## src/rtl/vga_map_pkg.sv

```systemverilog
// Shared constants and enums for the VGA map write path.
package vga_map_pkg;

  localparam int MAP_W     = 640;
  localparam int MAP_H     = 480;
  localparam int MAP_WORDS = MAP_W * MAP_H;
  localparam int ADDR_W    = 19;
  localparam int DATA_W    = 8;

  typedef enum logic [0:0] {IDLE = 1'b0, CLEAR = 1'b1} map_state_e;
  typedef enum logic [0:0] {SRC_RF = 1'b0, SRC_DP = 1'b1} map_src_e;

  // Plain-vector state encodings for the arbiter state register.
  localparam logic [0:0] ST_IDLE  = IDLE;
  localparam logic [0:0] ST_CLEAR = CLEAR;

endpackage

```

## src/rtl/vga_map_wr_arbiter_fifo.sv

```systemverilog
// Synchronous FIFO of {addr,data} write entries.
// Handshake: push is only legal when !full or when pop is asserted in the
// same cycle; pop is only legal when !empty. The caller enforces both, so
// the FIFO itself never drops or underflows. rdata shows the head entry.
module map_wr_fifo #(
  parameter int DEPTH = 16,
  parameter int WIDTH = 27
) (
  input  logic             clk,
  input  logic             reset,
  input  logic             push,
  input  logic             pop,
  input  logic [WIDTH-1:0] wdata,
  output logic [WIDTH-1:0] rdata,
  output logic             full,
  output logic             empty
);

  localparam int PTR_W = $clog2(DEPTH);

  logic [WIDTH-1:0] mem [DEPTH];
  logic [PTR_W-1:0] wr_ptr;
  logic [PTR_W-1:0] rd_ptr;
  logic [PTR_W:0]   count;

  assign full  = (count == (PTR_W+1)'(DEPTH));
  assign empty = (count == '0);
  assign rdata = mem[rd_ptr];

  // Storage write; a push on full lands in the slot being popped this cycle.
  always_ff @(posedge clk) begin
    if (push) mem[wr_ptr] <= wdata;
  end

  // Pointer and occupancy tracking.
  always_ff @(posedge clk) begin
    if (reset) begin
      wr_ptr <= '0;
      rd_ptr <= '0;
      count  <= '0;
    end else begin
      if (push) wr_ptr <= wr_ptr + 1'b1;
      if (pop)  rd_ptr <= rd_ptr + 1'b1;
      case ({push, pop})
        2'b10:   count <= count + 1'b1;
        2'b01:   count <= count - 1'b1;
        default: count <= count;
      endcase
    end
  end

endmodule

```

## src/rtl/vga_map_wr_arbiter.sv

```systemverilog
// Merges the rangefinder and disparity write streams into BRAM port A, one
// write per cycle, with per-source buffering and a full-map clear sweep.
// A strobe arriving while its FIFO is empty and it wins arbitration bypasses
// the FIFO so it reaches the port in the next cycle.
module vga_map_wr_arbiter #(
  parameter int FIFO_DEPTH = 16,
  parameter int ADDR_W     = vga_map_pkg::ADDR_W,
  parameter int DATA_W     = vga_map_pkg::DATA_W,
  parameter int MAP_WORDS  = vga_map_pkg::MAP_WORDS
) (
  input  logic              clk,
  input  logic              reset,
  input  logic [ADDR_W-1:0] rf_addr,
  input  logic [DATA_W-1:0] rf_data,
  input  logic              rf_wen,
  input  logic [ADDR_W-1:0] dp_addr,
  input  logic [DATA_W-1:0] dp_data,
  input  logic              dp_wen,
  input  logic              mode,
  input  logic              clear_req,
  input  logic [DATA_W-1:0] clear_val,
  output logic [ADDR_W-1:0] vga_waddr,
  output logic [DATA_W-1:0] dina,
  output logic              ena,
  output logic              wea,
  output logic              busy,
  output logic              rf_ovf,
  output logic              dp_ovf
);

  import vga_map_pkg::*;

  localparam int                ENTRY_W    = ADDR_W + DATA_W;
  localparam logic [ADDR_W-1:0] ADDR_LIMIT = ADDR_W'(MAP_WORDS);
  localparam logic [ADDR_W-1:0] LAST_ADDR  = ADDR_W'(MAP_WORDS - 1);

  logic [0:0]        state;
  map_src_e          last_src;
  logic [ADDR_W-1:0] clr_cnt;
  logic [DATA_W-1:0] clr_val_q;

  logic               rf_full, rf_empty, dp_full, dp_empty;
  logic [ENTRY_W-1:0] rf_rdata, dp_rdata, rf_head, dp_head;
  logic rf_sel, dp_sel, rf_req, dp_req, rf_avail, dp_avail, pop_en;
  logic rf_grant, dp_grant, rf_fifo_pop, dp_fifo_pop, rf_fifo_push, dp_fifo_push;
  logic rf_drop, dp_drop;

  // Acceptance, round-robin grant, FIFO push/pop and drop detection.
  always_comb begin
    rf_sel   = rf_wen && !mode;
    dp_sel   = dp_wen && mode;
    rf_req   = rf_sel && (rf_addr < ADDR_LIMIT);
    dp_req   = dp_sel && (dp_addr < ADDR_LIMIT);
    pop_en   = (state == ST_IDLE) && !clear_req;
    rf_avail = !rf_empty || rf_req;
    dp_avail = !dp_empty || dp_req;
    rf_grant = pop_en && rf_avail && (!dp_avail || last_src == SRC_DP);
    dp_grant = pop_en && dp_avail && (!rf_avail || last_src == SRC_RF);
    rf_fifo_pop  = rf_grant && !rf_empty;
    dp_fifo_pop  = dp_grant && !dp_empty;
    rf_fifo_push = rf_req && !(rf_grant && rf_empty) && (!rf_full || rf_fifo_pop);
    dp_fifo_push = dp_req && !(dp_grant && dp_empty) && (!dp_full || dp_fifo_pop);
    rf_drop  = (rf_sel && !rf_req) || (rf_req && rf_full && !rf_fifo_pop);
    dp_drop  = (dp_sel && !dp_req) || (dp_req && dp_full && !dp_fifo_pop);
    rf_head  = rf_empty ? {rf_addr, rf_data} : rf_rdata;
    dp_head  = dp_empty ? {dp_addr, dp_data} : dp_rdata;
  end

  map_wr_fifo #(.DEPTH(FIFO_DEPTH), .WIDTH(ENTRY_W)) u_rf_fifo (
    .clk   (clk),
    .reset (reset),
    .push  (rf_fifo_push),
    .pop   (rf_fifo_pop),
    .wdata ({rf_addr, rf_data}),
    .rdata (rf_rdata),
    .full  (rf_full),
    .empty (rf_empty)
  );

  map_wr_fifo #(.DEPTH(FIFO_DEPTH), .WIDTH(ENTRY_W)) u_dp_fifo (
    .clk   (clk),
    .reset (reset),
    .push  (dp_fifo_push),
    .pop   (dp_fifo_pop),
    .wdata ({dp_addr, dp_data}),
    .rdata (dp_rdata),
    .full  (dp_full),
    .empty (dp_empty)
  );

  // FSM, clear sweep counter and registered BRAM port outputs.
  always_ff @(posedge clk) begin
    if (reset) begin
      state     <= ST_IDLE;
      last_src  <= SRC_DP;
      clr_cnt   <= '0;
      clr_val_q <= '0;
      vga_waddr <= '0;
      dina      <= '0;
      ena       <= 1'b0;
      busy      <= 1'b0;
    end else begin
      ena <= 1'b0;
      case (state)
        ST_IDLE: begin
          if (clear_req) begin
            state     <= ST_CLEAR;
            clr_cnt   <= '0;
            clr_val_q <= clear_val;
            busy      <= 1'b1;
          end else if (rf_grant) begin
            ena       <= 1'b1;
            vga_waddr <= rf_head[ENTRY_W-1:DATA_W];
            dina      <= rf_head[DATA_W-1:0];
            last_src  <= SRC_RF;
          end else if (dp_grant) begin
            ena       <= 1'b1;
            vga_waddr <= dp_head[ENTRY_W-1:DATA_W];
            dina      <= dp_head[DATA_W-1:0];
            last_src  <= SRC_DP;
          end
        end
        default: begin
          ena       <= 1'b1;
          vga_waddr <= clr_cnt;
          dina      <= clr_val_q;
          clr_cnt   <= clr_cnt + 1'b1;
          if (clr_cnt == LAST_ADDR) begin
            state <= ST_IDLE;
            busy  <= 1'b0;
          end
        end
      endcase
    end
  end

  // Sticky overflow flags, cleared only by reset.
  always_ff @(posedge clk) begin
    if (reset) begin
      rf_ovf <= 1'b0;
      dp_ovf <= 1'b0;
    end else begin
      rf_ovf <= rf_ovf | rf_drop;
      dp_ovf <= dp_ovf | dp_drop;
    end
  end

  assign wea = ena;

endmodule

```

## config.mk

```make
export PLATFORM = sky130hd
export DESIGN_NAME = vga_map_wr_arbiter
export DESIGN_NICKNAME = d
export VERILOG_FILES = /design/src/rtl/vga_map_pkg.sv /design/src/rtl/vga_map_wr_arbiter_fifo.sv /design/src/rtl/vga_map_wr_arbiter.sv
export SDC_FILE = /design/constraint.sdc
export NUM_CORES = 1
export LEC_CHECK = 0
export CAP_MARGIN = 0
export CORE_MARGIN = 2
export CORE_UTILIZATION = 32
export DETAILED_ROUTE_END_ITERATION = 7
export GPL_TIMING_DRIVEN = 0
export PLACE_DENSITY = 0.47
export SYNTH_ARGS = -nofsm -noshare
export SYNTH_HDL_FRONTEND = slang
export SYNTH_SLANG_ARGS = --single-unit
```

## constraint.sdc

```tcl
create_clock -name clk -period 6.69 [get_ports clk]
set_input_delay 2.007 -clock clk [delete_from_list [all_inputs] [get_ports clk]]
set_output_delay 2.007 -clock clk [all_outputs]
set_load 0.02 [all_outputs]
```

==> summary.md, run 1 <==
| Metric | Value |
|---|---|
| Status | `complete, no violations` |
| Most numerous cell in the Yosys netlist | `edfxtp_1` |
| Total gr overflow | `0` |
| Final Skew | `0.0223 ns` |
| Synth Net Count | `2094` |
| PD cells | `309 mW/mm2` |
| Via-per-instance ratio | `5.27` |
| Peak Freq | `163 MHz` |
| Post-DRT Antenna Nets | `0` |
| Main synth FF type | `edfxtp_1` |
| Crit-path max FO | `20` |
| Worst EP arrival | `6.73 ns` |
| R2R cell count | `19` |
| Die height | `348 um` |
| Syn_area_per_cell | `18.9 um2` |
| Max-cap violations | `0` |
| Register area share after synthesis | `73.3%` |
| Layout Utilization | `38.1%` |
| Vias | `20400` |
| Initial antenna violation count | `7` |
| Max_slew headroom | `12.7%` |
| Non-Filler Instances | `3873` |
| Hold_buf cts | `0` |
| Total GRT Usage | `17.9%` |
| Core area | `0.118 mm2` |
| Initial Utilization | `32.2%` |
| Nets | `2339` |
| CP Data Required Time | `7.30 ns` |
| Hold Crit Class | `reg -> reg` |
| Post-CTS Setup Bufs | `0` |
| Dpl hpwl | `73700 um` |
| Port Buffers | `98` |
| Placed cell count | `3685` |
| Multi-input gate area | `0.00963 mm2` |
| Setup CP Type | `in -> reg` |
| Root Buffer | `clkbuf_16` |
| Number of remaining DRC errors | `0` |
| Final period util | `91.6%` |
| Largest net degree at the start of global routing | `23` |
| FFs w/ async S/R, synth | `0%` |
| Drt wl/cell | `28.2 um` |
| Top cells by count, synth | `edfxtp_1, mux4_2, dfxtp_1, nand2_1` |
| Count of final hold-check violations | `0` |
| DR iter-0 viols | `1924` |
| Post-Synthesis Cells | `2008` |
| Fin Setup TNS | `0 ns` |
| Ys Warns | `0` |
| Vias in the first global route | `21000` |
| Hold Crit Depth | `2` |
| Area leader, netlist | `edfxtp_1` |
| Post-cts resize count | `0` |
| Yosys top cell area share | `68.3%` |
| Routed WL | `109000 um` |
| Die Width | `348 um` |
| Leakage power | `13.8 nW` |
| Filler cells | `10700` |
| Area contributors post-synth | `edfxtp_1, mux4_2, dfxtp_1` |
| Die ar. | `0.121 mm2` |
| CTS H-tree depth | `3` |
| Register area | `0.0278 mm2` |
| Period minus WS final | `6.13 ns` |
| Placer Congestion | `0.832` |
| CTS max path bufs | `3` |
| Router iterations before antenna repair | `5` |
| First-pass GRT wire length | `154000 um` |
| Synthesized area | `0.0380 mm2` |
| R2r setup slk | `2.29 ns` |
| Syn-to-layout area delta | `18.5%` |
| Startpoint types | `primary input` |
| Diode count | `0` |
| Design Power | `13.9 mW` |
| Num CTS Buffers | `102` |
| CTS tree | `yes` |
| # IOs | `100` |
| Peak VDD IR | `218 uV` |
| Clock sink count | `958` |
| Worst-Skew Late Latency | `0.68 ns` |
| RSZ-0062 raised after global routing | `false` |
| Ratio of cells with drive above 1 in the final layout | `23.2%` |
| Row Count | `126` |
| Worst slew pin tran | `1.30 ns` |
| Final slew viol count | `0` |
| Yosys reg bits | `958` |
| Final setup vio count | `0` |
| Netlist cell types | `67` |
| Critical Path Sink Type | `flip-flop` |
| Number of enable flip-flop cells after synthesis | `864` |
| Clk slew on worst S/H paths | `0.06 ns` |
==> cells by family (layout without fill, tap and decap cells) <==
logic type               count (synthesis)  count (layout)  synth area share [%]
buffers and inverters                  135             464                  1.49
multiplexers                           320             320                  15.5
XOR/XNOR                                18              18                 0.415
flip-flops                             958             958                  73.3
AO/OA/AOI/OAI                          259             259                  4.65
adder cells (fa/ha/maj)                 18              18                 0.593
AND/OR/NAND/NOR                        300             300                  4.01
==> per-stage QoR <==
| stage | hold slack [ns] | worst slack [ns] | area [um2] |
|---|---|---|---|
| 2_1_floorplan | 0.432 | 0.731 | 38000 |
| 3_5_place_dp | 0.445 | -0.0781 | 41700 |
| 4_1_cts | 0.453 | 0.613 | 45000 |
| 5_1_grt | 0.473 | 0.252 | 45000 |
| 3_3_place_gp | 0.453 | -3.69 | 40900 |
| 6_report | 0.455 | 0.565 | 45000 |
==> critical path, cell delays in order <==
cell and delay, ns:
clkdlybuf4s50_1 1.02, o21ai_0 0.29, o2111a_1 0.30, o21ai_4 0.30, a21oi_2 0.14, nor2_2 0.28, clkbuf_1 0.30, inv_1 0.10
ha_1 0.22, clkbuf_1 0.21, xor2_1 0.19, ha_1 0.23, o21a_1 0.18, o22a_1 0.19, a21oi_1 0.17, xor2_1 0.10
or3_1 0.32, a21oi_1 0.14
==> path summary, 6_finish.rpt <==
check | startpoint | to
setup / recovery | rf_addr[18] | u_dp_fifo.count[4]$_SDFFE_PP0P_
hold / removal | clr_val_q[3]$_SDFFE_PP0P_ | clr_val_q[3]$_SDFFE_PP0P_
setup reg to reg | u_rf_fifo.count[2]$_SDFFE_PP0P_ | u_dp_fifo.count[4]$_SDFFE_PP0P_
hold reg to reg | clr_val_q[3]$_SDFFE_PP0P_ | clr_val_q[3]$_SDFFE_PP0P_
==> final cells by class <==
| type | instances | area share (%) |
|---|---|---|
| Clock buffer | 122 | 6.05 |
| Sequential cell | 958 | 61.9 |
| Buffer | 118 | 1.12 |
| Clock inverter | 66 | 1.30 |
| Inverter | 17 | 0.142 |
| Multi-Input combinational cell | 915 | 21.4 |
| Timing Repair Buffer | 141 | 3.84 |
| Tap cell | 1536 | 4.27 |
==> registers in the layout, indices dropped and copies added, names as in the netlist, 5 cells and up, named ones only <==
signal / count
clr_cnt: 19
clr_val_q: 8
dina: 8
u_dp_fifo.count: 5
u_dp_fifo.mem: 432
u_rf_fifo.count: 5
u_rf_fifo.mem: 432
vga_waddr: 19
==> routing by layer <==
| layer | vias to the layer above | wire length (um) | global-route usage (%) |
|---|---|---|---|
| met5 | - | 32 | 0 |
| met4 | 6 | 2940 | 5.04 |
| met3 | 169 | 6850 | 3.44 |
| met2 | 669 | 52700 | 29.6 |
| met1 | 10800 | 46800 | 24.1 |
| li1 | 8751 | - | - |
==> power by group <==
group | switching, mW | internal [mW]
sequential | 0.105 | 6.62
clock | 2.39 | 3.22
combinational | 1.05 | 0.505
==> cells in the final DEF, fill, tap and decap left out, types with 10 or more instances in the layout <==
cell type / count
nor3_1: 17
clkbuf_1: 72
dfxtp_1: 94
a22oi_1: 15
nand3_1: 28
ha_1: 18
mux2i_1: 62
nor2b_1: 19
buf_1: 14
mux2_2: 47
o221ai_1: 14
a211oi_1: 16
clkinv_2: 23
mux4_2: 211
buf_2: 45
and3_2: 16
buf_12: 27
clkinv_1: 23
a21oi_1: 50
nor2_1: 62
clkbuf_16: 105
a31oi_1: 15
edfxtp_1: 864
buf_6: 12
clkdlybuf4s50_1: 98
inv_1: 16
o22ai_1: 13
o211ai_1: 10
a221o_1: 10
and2_1: 16
o21ai_0: 54
nand2_1: 77
(Power assumes the default switching activity.)
==> run 2: changes to the inputs <==
--- a/config.mk
+++ b/config.mk
@@ -5,7 +5,6 @@
 export SDC_FILE = /design/constraint.sdc
 export NUM_CORES = 1
 export LEC_CHECK = 0
-export CAP_MARGIN = 0
 export CORE_MARGIN = 2
 export CORE_UTILIZATION = 32
 export DETAILED_ROUTE_END_ITERATION = 7
==> results of run 2 <==
No change in the layout: final DEF, timing and power equal those of run 1.
